**src/rtl/parity_check8_pkg.sv**
```systemverilog
// Shared definitions for the 8-bit parity macros.
//
// Contents:
//   PAR_EVEN / PAR_ODD : parity-sense constants
//   parity_err8()      : 8-bit parity check with selectable sense. It returns 1
//                        when data, parity bit and sense together have odd
//                        weight, which means the word is in error. The
//                        generator-side wrappers reuse the same function.
package parity_check8_pkg;

    localparam logic PAR_EVEN = 1'b0;
    localparam logic PAR_ODD  = 1'b1;

    function automatic logic parity_err8(input logic [7:0] d,
                                         input logic       p,
                                         input logic       sense);
        return (^d) ^ p ^ sense;
    endfunction

endpackage

```
**src/rtl/parity_check8_tree.sv**
```systemverilog
// parity_tree8: combinational 8-input XOR reduction with parity bit and sense.
//
// Ports:
//   d     in  8  data byte
//   p     in  1  received parity bit
//   sense in  1  PAR_EVEN or PAR_ODD
//   err   out 1  1 when the byte and parity bit disagree with the sense
module parity_tree8
    import parity_check8_pkg::*;
(
    input  logic [7:0] d,
    input  logic       p,
    input  logic       sense,
    output logic       err
);

    assign err = parity_err8(d, p, sense);

endmodule

```
**src/rtl/parity_check8.sv**
```systemverilog
// parity_check8: registered receive-side 8-bit parity checker.
//
// A byte and its transmitted parity bit are captured in stage 1, then checked
// in stage 2. The bench-facing outputs are all registered, so there is no
// combinational path from inputs to outputs. Latency is 2 cycles and a new
// word can be accepted every cycle.
//
// Parameters:
//   ODD   : parity sense, 0 = even, 1 = odd
//   CNT_W : width of the saturating error counter
//
// Ports:
//   CK   in  1      clock, rising edge
//   CD   in  1      synchronous active-high reset
//   VLD  in  1      input word valid
//   D    in  8      received data byte
//   P    in  1      received parity bit
//   CLR  in  1      synchronous clear of STKY and ECNT (the pipeline keeps running)
//   OVLD out 1      output word valid
//   Q    out 8      delayed data byte, holds while OVLD=0
//   PERR out 1      parity error for the word on Q, 0 when OVLD=0
//   STKY out 1      sticky error flag
//   ECNT out CNT_W  saturating count of errored words
module parity_check8
    import parity_check8_pkg::*;
#(
    parameter int ODD   = 0,
    parameter int CNT_W = 8
) (
    input  logic             CK,
    input  logic             CD,
    input  logic             VLD,
    input  logic [7:0]       D,
    input  logic             P,
    input  logic             CLR,
    output logic             OVLD,
    output logic [7:0]       Q,
    output logic             PERR,
    output logic             STKY,
    output logic [CNT_W-1:0] ECNT
);

    localparam logic             SENSE    = (ODD != 0) ? PAR_ODD : PAR_EVEN;
    localparam logic [CNT_W-1:0] ECNT_MAX = '1;
    localparam logic [CNT_W-1:0] ECNT_ONE = CNT_W'(1);

    logic             v1_q,   v1_d;
    logic [7:0]       d1_q,   d1_d;
    logic             p1_q,   p1_d;
    logic             ovld_q, ovld_d;
    logic [7:0]       q_q,    q_d;
    logic             perr_q, perr_d;
    logic             stky_q, stky_d;
    logic [CNT_W-1:0] ecnt_q, ecnt_d;

    logic             tree_err;
    logic             err;
    logic [CNT_W-1:0] ecnt_base;

    // The check sits between the capture and check registers.
    parity_tree8 u_tree (
        .d     (d1_q),
        .p     (p1_q),
        .sense (SENSE),
        .err   (tree_err)
    );

    always_comb begin
        // Stage 1: capture. Data holds when no word arrives.
        v1_d = VLD;
        d1_d = VLD ? D : d1_q;
        p1_d = VLD ? P : p1_q;

        // Stage 2: check.
        err    = v1_q & tree_err;
        ovld_d = v1_q;
        q_d    = v1_q ? d1_q : q_q;
        perr_d = err;

        // Clear acts before the new error, so CLR together with an error
        // leaves STKY=1 and ECNT=1.
        stky_d    = (stky_q & ~CLR) | err;
        ecnt_base = CLR ? '0 : ecnt_q;
        ecnt_d    = ecnt_base;
        if (err && (ecnt_base != ECNT_MAX)) begin
            ecnt_d = ecnt_base + ECNT_ONE;
        end
    end

    always_ff @(posedge CK) begin
        if (CD) begin
            v1_q   <= 1'b0;
            d1_q   <= 8'h00;
            p1_q   <= 1'b0;
            ovld_q <= 1'b0;
            q_q    <= 8'h00;
            perr_q <= 1'b0;
            stky_q <= 1'b0;
            ecnt_q <= '0;
        end else begin
            v1_q   <= v1_d;
            d1_q   <= d1_d;
            p1_q   <= p1_d;
            ovld_q <= ovld_d;
            q_q    <= q_d;
            perr_q <= perr_d;
            stky_q <= stky_d;
            ecnt_q <= ecnt_d;
        end
    end

    assign OVLD = ovld_q;
    assign Q    = q_q;
    assign PERR = perr_q;
    assign STKY = stky_q;
    assign ECNT = ecnt_q;

endmodule
```
**config.mk**
```make
export PLATFORM = sky130hd
export DESIGN_NAME = parity_check8
export DESIGN_NICKNAME = d
export VERILOG_FILES = /design/src/rtl/parity_check8_pkg.sv /design/src/rtl/parity_check8_tree.sv /design/src/rtl/parity_check8.sv
export SDC_FILE = /design/constraint.sdc
export NUM_CORES = 1
export LEC_CHECK = 0
export ABC_CLOCK_PERIOD_IN_PS = 4700
export CAP_MARGIN = 5
export CORE_MARGIN = 2
export CORE_UTILIZATION = 50
export CTS_CLUSTER_SIZE = 14
export DETAILED_ROUTE_END_ITERATION = 8
export PLACE_DENSITY = 0.79
export SLEW_MARGIN = 20
export SYNTH_ARGS = -nofsm -noshare
export SYNTH_HDL_FRONTEND = slang
export SYNTH_HIERARCHICAL = 1
export SYNTH_SLANG_ARGS = --single-unit
```
**constraint.sdc**
```tcl
create_clock -name CK -period 4.7 [get_ports CK]
set_clock_uncertainty 0.05 [all_clocks]
set_input_delay 0.94 -clock CK [delete_from_list [all_inputs] [get_ports CK]]
set_output_delay 0.94 -clock CK [all_outputs]
set_load 0.02 [all_outputs]
```
* Word-level counts from Yosys, hierarchy flattened
Index checks and enable logic that the tools add are counted.
** Operators by class
- Add/sub/neg operators :: 1
- Equal/unequal tests :: 1
- Mux-type cells :: 2
- Bitwise operators :: 5
- Reductions and logical operators :: 2
** Operators with widths (count)
- 2-to-1 mux 8 bit :: 2
- adder 8 x 1 -> 8 bit, second input constant :: 1
- != test 8 bit, second input constant :: 1
- XOR reduction 8 bit :: 1
- AND 1 bit :: 2
- logical AND 1 bit :: 1
- NOT 1 bit :: 1
- bitwise OR 1 bit :: 1
- XOR 1 bit :: 1
** Storage, ports and cells
- Bits in registers :: 29
- Bits of input ports :: 13
- Output and inout port bits :: 19
- Word-level logic and storage cells :: 19

* Longest topological paths before layout
Gate-level depths: netlist of the first run.
- Word-level depth :: 5
- Gate-level depth with buffers :: 7
- Mapped depth without buffers :: 7

* Modules after synthesis
The synthesis of the first run kept the hierarchy.
** Modules (own cells, without submodules)
- parity_check8 :: instances 1, cells an instance 110, area an instance 1087.3 um2, sequential area each 580.6 um2
- parity_tree8 :: instances 1, cells an instance 8, area an instance 91.3 um2, sequential area each 0.0 um2

* Worst setup path after synthesis of the first run
No wires, ideal clock.
- Path type :: reg-to-reg
- Start point :: reg d1_q[7]
- End point :: reg ecnt_q[6], in the netlist ECNT[6]
- Library setup time :: 121 ps
- Arrival :: 2064 ps
- Required time :: 4529 ps
- Setup slack :: 2465 ps
- Stages on the path, launching flop included :: 8
- Buffers on the path :: 0
- Period minus slack after synthesis :: 2235 ps
- Cell sequence :: dfxtp_1 > xnor2_1 > xnor3_1 > xnor2_1 > nand2_1 > or3_4 > nor2_1 > mux2_2
** Between the ends
- Longest elaborated chain between the ends :: 5
** Ends and longest elaborated chain
- from (decl) :: line parity_check8.sv:48 : logic [7:0] d1_q, d1_d;
- from (signal assigned) :: line parity_check8.sv:93 : d1_q <= 8'h00;
- from (signal assigned) :: line parity_check8.sv:102 : d1_q <= d1_d;
- XOR reduction 8 bit :: line parity_check8_pkg.sv:17 : return (^d) ^ p ^ sense;
- XOR 1 bit :: line parity_check8_pkg.sv:17
- named net tree_err :: line parity_check8.sv:56 : logic tree_err;
- AND 1 bit :: line parity_check8.sv:75 : err = v1_q & tree_err;
- logical AND 1 bit :: line parity_check8.sv:85 : if (err && (ecnt_base != ECNT_MAX)) begin
- 2-to-1 mux 8 bit :: line parity_check8.sv:85
- to (signal assigned) :: line parity_check8.sv:108 : ecnt_q <= ecnt_d;
- to (decl) :: line parity_check8.sv:54 : logic [CNT_W-1:0] ecnt_q, ecnt_d;
The timed path passes the listed nets, and every way through them passes these cells.
A chain may end at the register's enable or synchronous reset.

==> results of run 1 <==
## power breakdown
part	internal (mW)	total, mW	switching (mW)
Sequential	0.256	0.266	0.00994
Combinational	0.0404	0.0714	0.0311
Clock	0.0705	0.148	0.0778
Total	0.367	0.485	0.119
## kinds of logic (layout without fill, tap and decap cells)
| group | after synthesis | after routing |
|---|---|---|
| and+or+nand+nor | 39 | 39 |
| AOI/OAI and AO/OA | 16 | 16 |
| buffers and inverters | 7 | 40 |
| xor gates and xnor gates | 8 | 8 |
| muxes | 18 | 18 |
| other | 1 | 1 |
| DFF | 29 | 29 |
## final cells by class
cell class | count | area share, %
tap | 28 | 2.25
multi-input combinational | 82 | 36.6
clock buffer | 7 | 3.53
inverter | 2 | 0.482
timing repair buffer | 31 | 19.9
sequential | 29 | 37.2
## cell usage after synthesis (all sizes together)
cell type,count,area [µm²]
inv,2,7.51
xnor2,7,68.8
dfxtp,29,581
nand3b,2,15.0
mux2,1,11.3
mux2i,17,170
clkbuf,4,15.0
nand3,3,15.0
conb,1,3.75
or2,1,6.26
buf,1,5.00
a21oi,6,30.0
o211ai,1,7.51
o21a,1,7.51
a22o,1,8.76
nor2,21,78.8
o21bai,1,7.51
nor4,1,6.26
nand2b,2,20.0
nand4,1,6.26
or3,3,23.8
nor2b,2,12.5
o21ai,4,20.0
o31ai,1,7.51
nand2,2,7.51
and2,1,6.26
a21o,1,7.51
xnor3,1,22.5
## final timing paths
path | startpoint | end | slack (ps) | cells after the start
hold / removal | STKY | STKY | 410 | 1
hold reg to reg | STKY | STKY | 410 | 1
setup reg to reg | d1_q[6] | ECNT[6] | 2250 | 7
setup / recovery | CD | ECNT[6] | 2180 | 4
## registers in the layout, summed over array words and instances, names as in the netlist
signal  count
OVLD        1
STKY        1
ovld_d      1
p1_q        1
Q           8
ECNT        8
PERR        1
d1_q        8
## worst reg2reg max path, stage by stage, from the launching register on
cell and delay [ps]:
dfxtp_1 390, xnor2_1 140, xnor3_1 420, xnor2_1 300, nand2_1 140, or3_4 390
nor2_1 170, mux2_2 340
## metrics by stage
step / hold WS (ps) / cells
after floorplan: 432 / 118
after global placement: 399 / 172
after detailed placement: 397 / 172
after CTS: 417 / 179
after global routing: 444 / 179
final: 410 / 179
## metal layers
layer / wire length (µm) / track usage, % / vias to the layer above
met5: 0 / 0 / -
met3: 130 / 7.71 / 4
met4: 34 / 8.97 / 0
li1: - / - / 466
met2: 996 / 27.7 / 30
met1: 944 / 22.0 / 425
==> flow_summary.yaml, run 1 <==
status:
  status: "complete, no violations"
routing:
  wl_per_cell_um: 11.8
  via_per_inst: 5.17
  dr.pass1.iters: 4
  vias: 925
  ant_nets: 0
  wirelength_mm: 2.11
  drt_iter0_markers: 14
  drcViolationCount: 0
final_layout:
  diodes: 0
  nets: 164
  seqCellArea_um2: 581
  multi_input_comb_area_um2: 571
  layout_common_cells: "clkdlybuf4s50_1 (31), dfxtp_1 (29), nor2_1 (21)"
  drive_above_1_share_pct: 7.28
  fillCellCount: 195
  syn_to_final_growth_pct: 32.3
  design_area_um2: 1560
  final_util_pct: 70.5
  layout_commonest_cell: "clkdlybuf4s50_1"
power_and_ir_drop:
  peakVddDrop_mv: 0.266
  total_power_uw: 485
  p_leak_nw: 0.592
  powerDensity_nw_per_um2: 311
cts:
  clk_latency_ps: 310
  post_cts_buffers: 0
  htree_levels: 2
  cts_root_buf: "clkbuf_4"
  post_cts_resized: 0
  cts_sinks: 29
  clockBufferDepth: 2
  cts.clk_slew.worst_paths_ps: 90
  cts_buffers: 5
  cts_tree: "yes"
  postCtsHoldBufs: 0
yosys:
  synth_xor_area_share_pct: 7.75
  netlist_area_um2: 1180
  synth_seq_cells: 29
  synth_top_family_by_area: "simple AND/OR/NAND/NOR gates"
  yosys.area_share.simple_pct: 16.8
  ys_warn_count: 6
  syn_avg_cell_area_um2: 9.99
  synthAdderAreaFrac_pct: 0
  synth_compound_area_share_pct: 8.17
  postSynthCellCount: 118
  syn_nets: 131
  synth_cell_type_count: 31
  ys_seq_area_share_pct: 49.3
  muxShareOfSynthArea_pct: 15.4
worst_setup_path:
  required_ps: 4860
  worst-path-buf-inv: 1
  path_cells: "clkdlybuf4s50_1 > nor2_1 > and2_1 > mux2_2"
  crit_type: "input pin to flop"
  critical_path.max_stage_delay_ps: 1020
  worstSetupEndpointType: "flop"
  critPathTopFamily: "buffers and inverters"
  crit_arrival_ps: 2690
  start_kind: "input pin"
  critPathMaxFanout: 25
  critPathSlowestCell: "clkdlybuf4s50_1"
flow_run:
  drv_cap: 0
floorplanning:
  dieHeight_um: 52.6
  rows: 17
  io_pins: 32
  coreArea_um2: 2210
  die_w_um: 52.6
  dieArea_um2: 2760
  initial_utilization_pct: 53.3
placed_design:
  gpl.final_weighted_congestion: 0.800
  dp_slack_ps: 1810
  portBuffers: 31
  placed_area_um2: 1500
  dp_hpwl_mm: 1.53
sta:
  max_freq_mhz: 396
  tns_ps: 0
  min_period_ps: 2520
  setup_ws_ps: 2180
  max_slew_margin_pct: 43.4
  worstMarginPinSlew_ps: 847
  rsz0062_at_grt: "false"
  layout_worst_path_cycle_share_pct: 53.7
  finalSetupViolCount: 0
  slew_viol_final: 0
  hold_viol_final: 0
global_routing:
  grt_start_max_net_pins: 26
  grt-ovfl-total: 0
  track_usage_pct: 18.2
  grt_antenna_before_repair: 0
  grt_pass1_vias: 867
  grt_pass1_wl_mm: 3.52
worst_hold_path:
  holdCritPathClass: "flop to flop"
Power figures use the tool's default switching activity.
==> run 2, diff against run 1 <==
- ABC_CLOCK_PERIOD_IN_PS: 4700 -> 2000
- CORE_UTILIZATION: 50 -> 42
- PLACE_DENSITY: 0.79 -> 0.71
- clock period: 4.7 -> 2 ns (I/O delays scaled with it)
==> flow_summary.yaml, run 2 (synthesis results as in run 1) <==
global_routing:
  grt-ovfl-total: 0
  grt_pass1_wl_mm: 4.28
  grt_util_met2_pct: 28.6
  use_met1_pct: 19.5
  grt_antenna_before_repair: 0
  grt_start_max_net_pins: 16
  track_usage_pct: 17.3
  use_met3_pct: 5.22
  grt_pass1_vias: 1016
  grt-busiest-layer: "met2"
floorplanning:
  rows: 19
  initial_utilization_pct: 43.5
  die_w_um: 57.0
  dieHeight_um: 57.0
  coreArea_um2: 2710
  dieArea_um2: 3250
  io_pins: 32
final_layout:
  final_util_pct: 63.5
  nets: 179
  layout_common_cells: "clkdlybuf4s50_1 (31), dfxtp_1 (24), nor2_1 (19)"
  layout_commonest_cell: "clkdlybuf4s50_1"
  design_area_um2: 1720
  drive_above_1_share_pct: 22.2
  diodes: 0
  seqCellArea_um2: 587
  syn_to_final_growth_pct: 46.0
  fillCellCount: 239
  multi_input_comb_area_um2: 616
cts:
  cts_tree: "yes"
  cts.clk_slew.worst_paths_ps: 90
  cts_sinks: 29
  cts_root_buf: "clkbuf_4"
  clockBufferDepth: 2
  htree_levels: 2
  cts_buffers: 5
  clk_latency_ps: 330
power_and_ir_drop:
  peakVddDrop_mv: 0.468
  p_leak_nw: 0.678
  powerDensity_nw_per_um2: 688
worst_setup_path:
  crit_arrival_ps: 2260
  critPathTopFamily: "XOR/XNOR gates"
  critPathMaxFanout: 3
  worst-path-buf-inv: 0
  required_ps: 2180
  crit_top_cell: "xnor2_2"
  worstSetupEndpointType: "flop"
  crit_type: "flop to flop"
  critPathSlowestCell: "xnor3_1"
  path_cells: "xnor2_2 > xnor3_1 > xnor2_2 > nand2_1 > or3_4 > nor2_4 > mux2_4"
  critical_path.max_stage_delay_ps: 440
  start_kind: "flop"
placed_design:
  gpl.final_weighted_congestion: 0.705
  portBuffers: 31
  placed_area_um2: 1630
  dp_hpwl_mm: 1.78
routing:
  drcViolationCount: 0
  vias: 989
  wirelength_mm: 2.42
  dr.pass1.iters: 4
  ant_nets: 0
  via_per_inst: 4.99
  wl_per_cell_um: 12.2
  drt_iter0_markers: 19
sta:
  slew_viol_final: 0
  min_period_ps: 2080
  layout_worst_path_cycle_share_pct: 104
  max_freq_mhz: 481
  finalSetupViolCount: 3
  hold_slack_ps: 414
  rsz0062_at_grt: "true"
  hold_viol_final: 0
  setup_ws_ps: -80.3
flow_run:
  drv_cap: 0
worst_hold_path:
  holdCritPathClass: "flop to flop"
status:
  violations: "negative setup slack"
  status: "finished with violations"
-- run 2: worst register-to-register path, stage by stage, from the launching register on --
cell and delay (ps):
dfxtp_2 350, xnor2_2 110, xnor3_1 440, xnor2_2 150, nand2_1 90, or3_4 360, nor2_4 130, mux2_4 300
-- run 2: worst paths after layout --
check | start | to | slack, ps | depth (start not counted)
max reg2reg | p1_q | ECNT[6] | -80 | 7
max | p1_q | ECNT[6] | -80 | 7
min reg2reg | STKY | STKY | 410 | 1
min | STKY | STKY | 410 | 1
-- run 2: timing repair --
| item | CTS | global route |
|---|---|---|
| gates resized for setup | 7 | 3 |
| buffers inserted | 3 | 0 |
| pin swaps | 7 | 5 |
| endpoints found under the setup margin | 3 | 6 |
| hold buffers | 0 | 0 |
-- run 2: cell type report --
type	count	area share (%)
clock buffer	8	2.84
inverter	2	0.436
multi-input combinational	82	35.8
sequential	29	34.1
tap	31	2.25
timing repair buffer	46	24.6
-- run 2: routing by layer --
layer,vias to the layer above,share of wire [%]
li1,496,-
met1,457,43
met2,29,49
met3,7,5.8
met4,0,2.4
met5,-,0
-- run 2: per-stage QoR --
stage	setup WS (ps)	instances	setup TNS, ps	power (mW)
after floorplan	-94.6	118	-158	0.756
after global routing	-197	198	-556	1.25
final	-80.3	198	-178	1.18
after global placement	-84.9	189	-163	0.850
after CTS	-137	200	-434	1.24
after detailed placement	-157	189	-357	0.855
-- run 2: report_power, final --
group	switching [mW]	internal, mW	leakage, nW
Sequential	0.0187	0.602	0.238
Combinational	0.0914	0.136	0.413
Clock	0.195	0.140	0.0265
Total	0.305	0.878	0.678
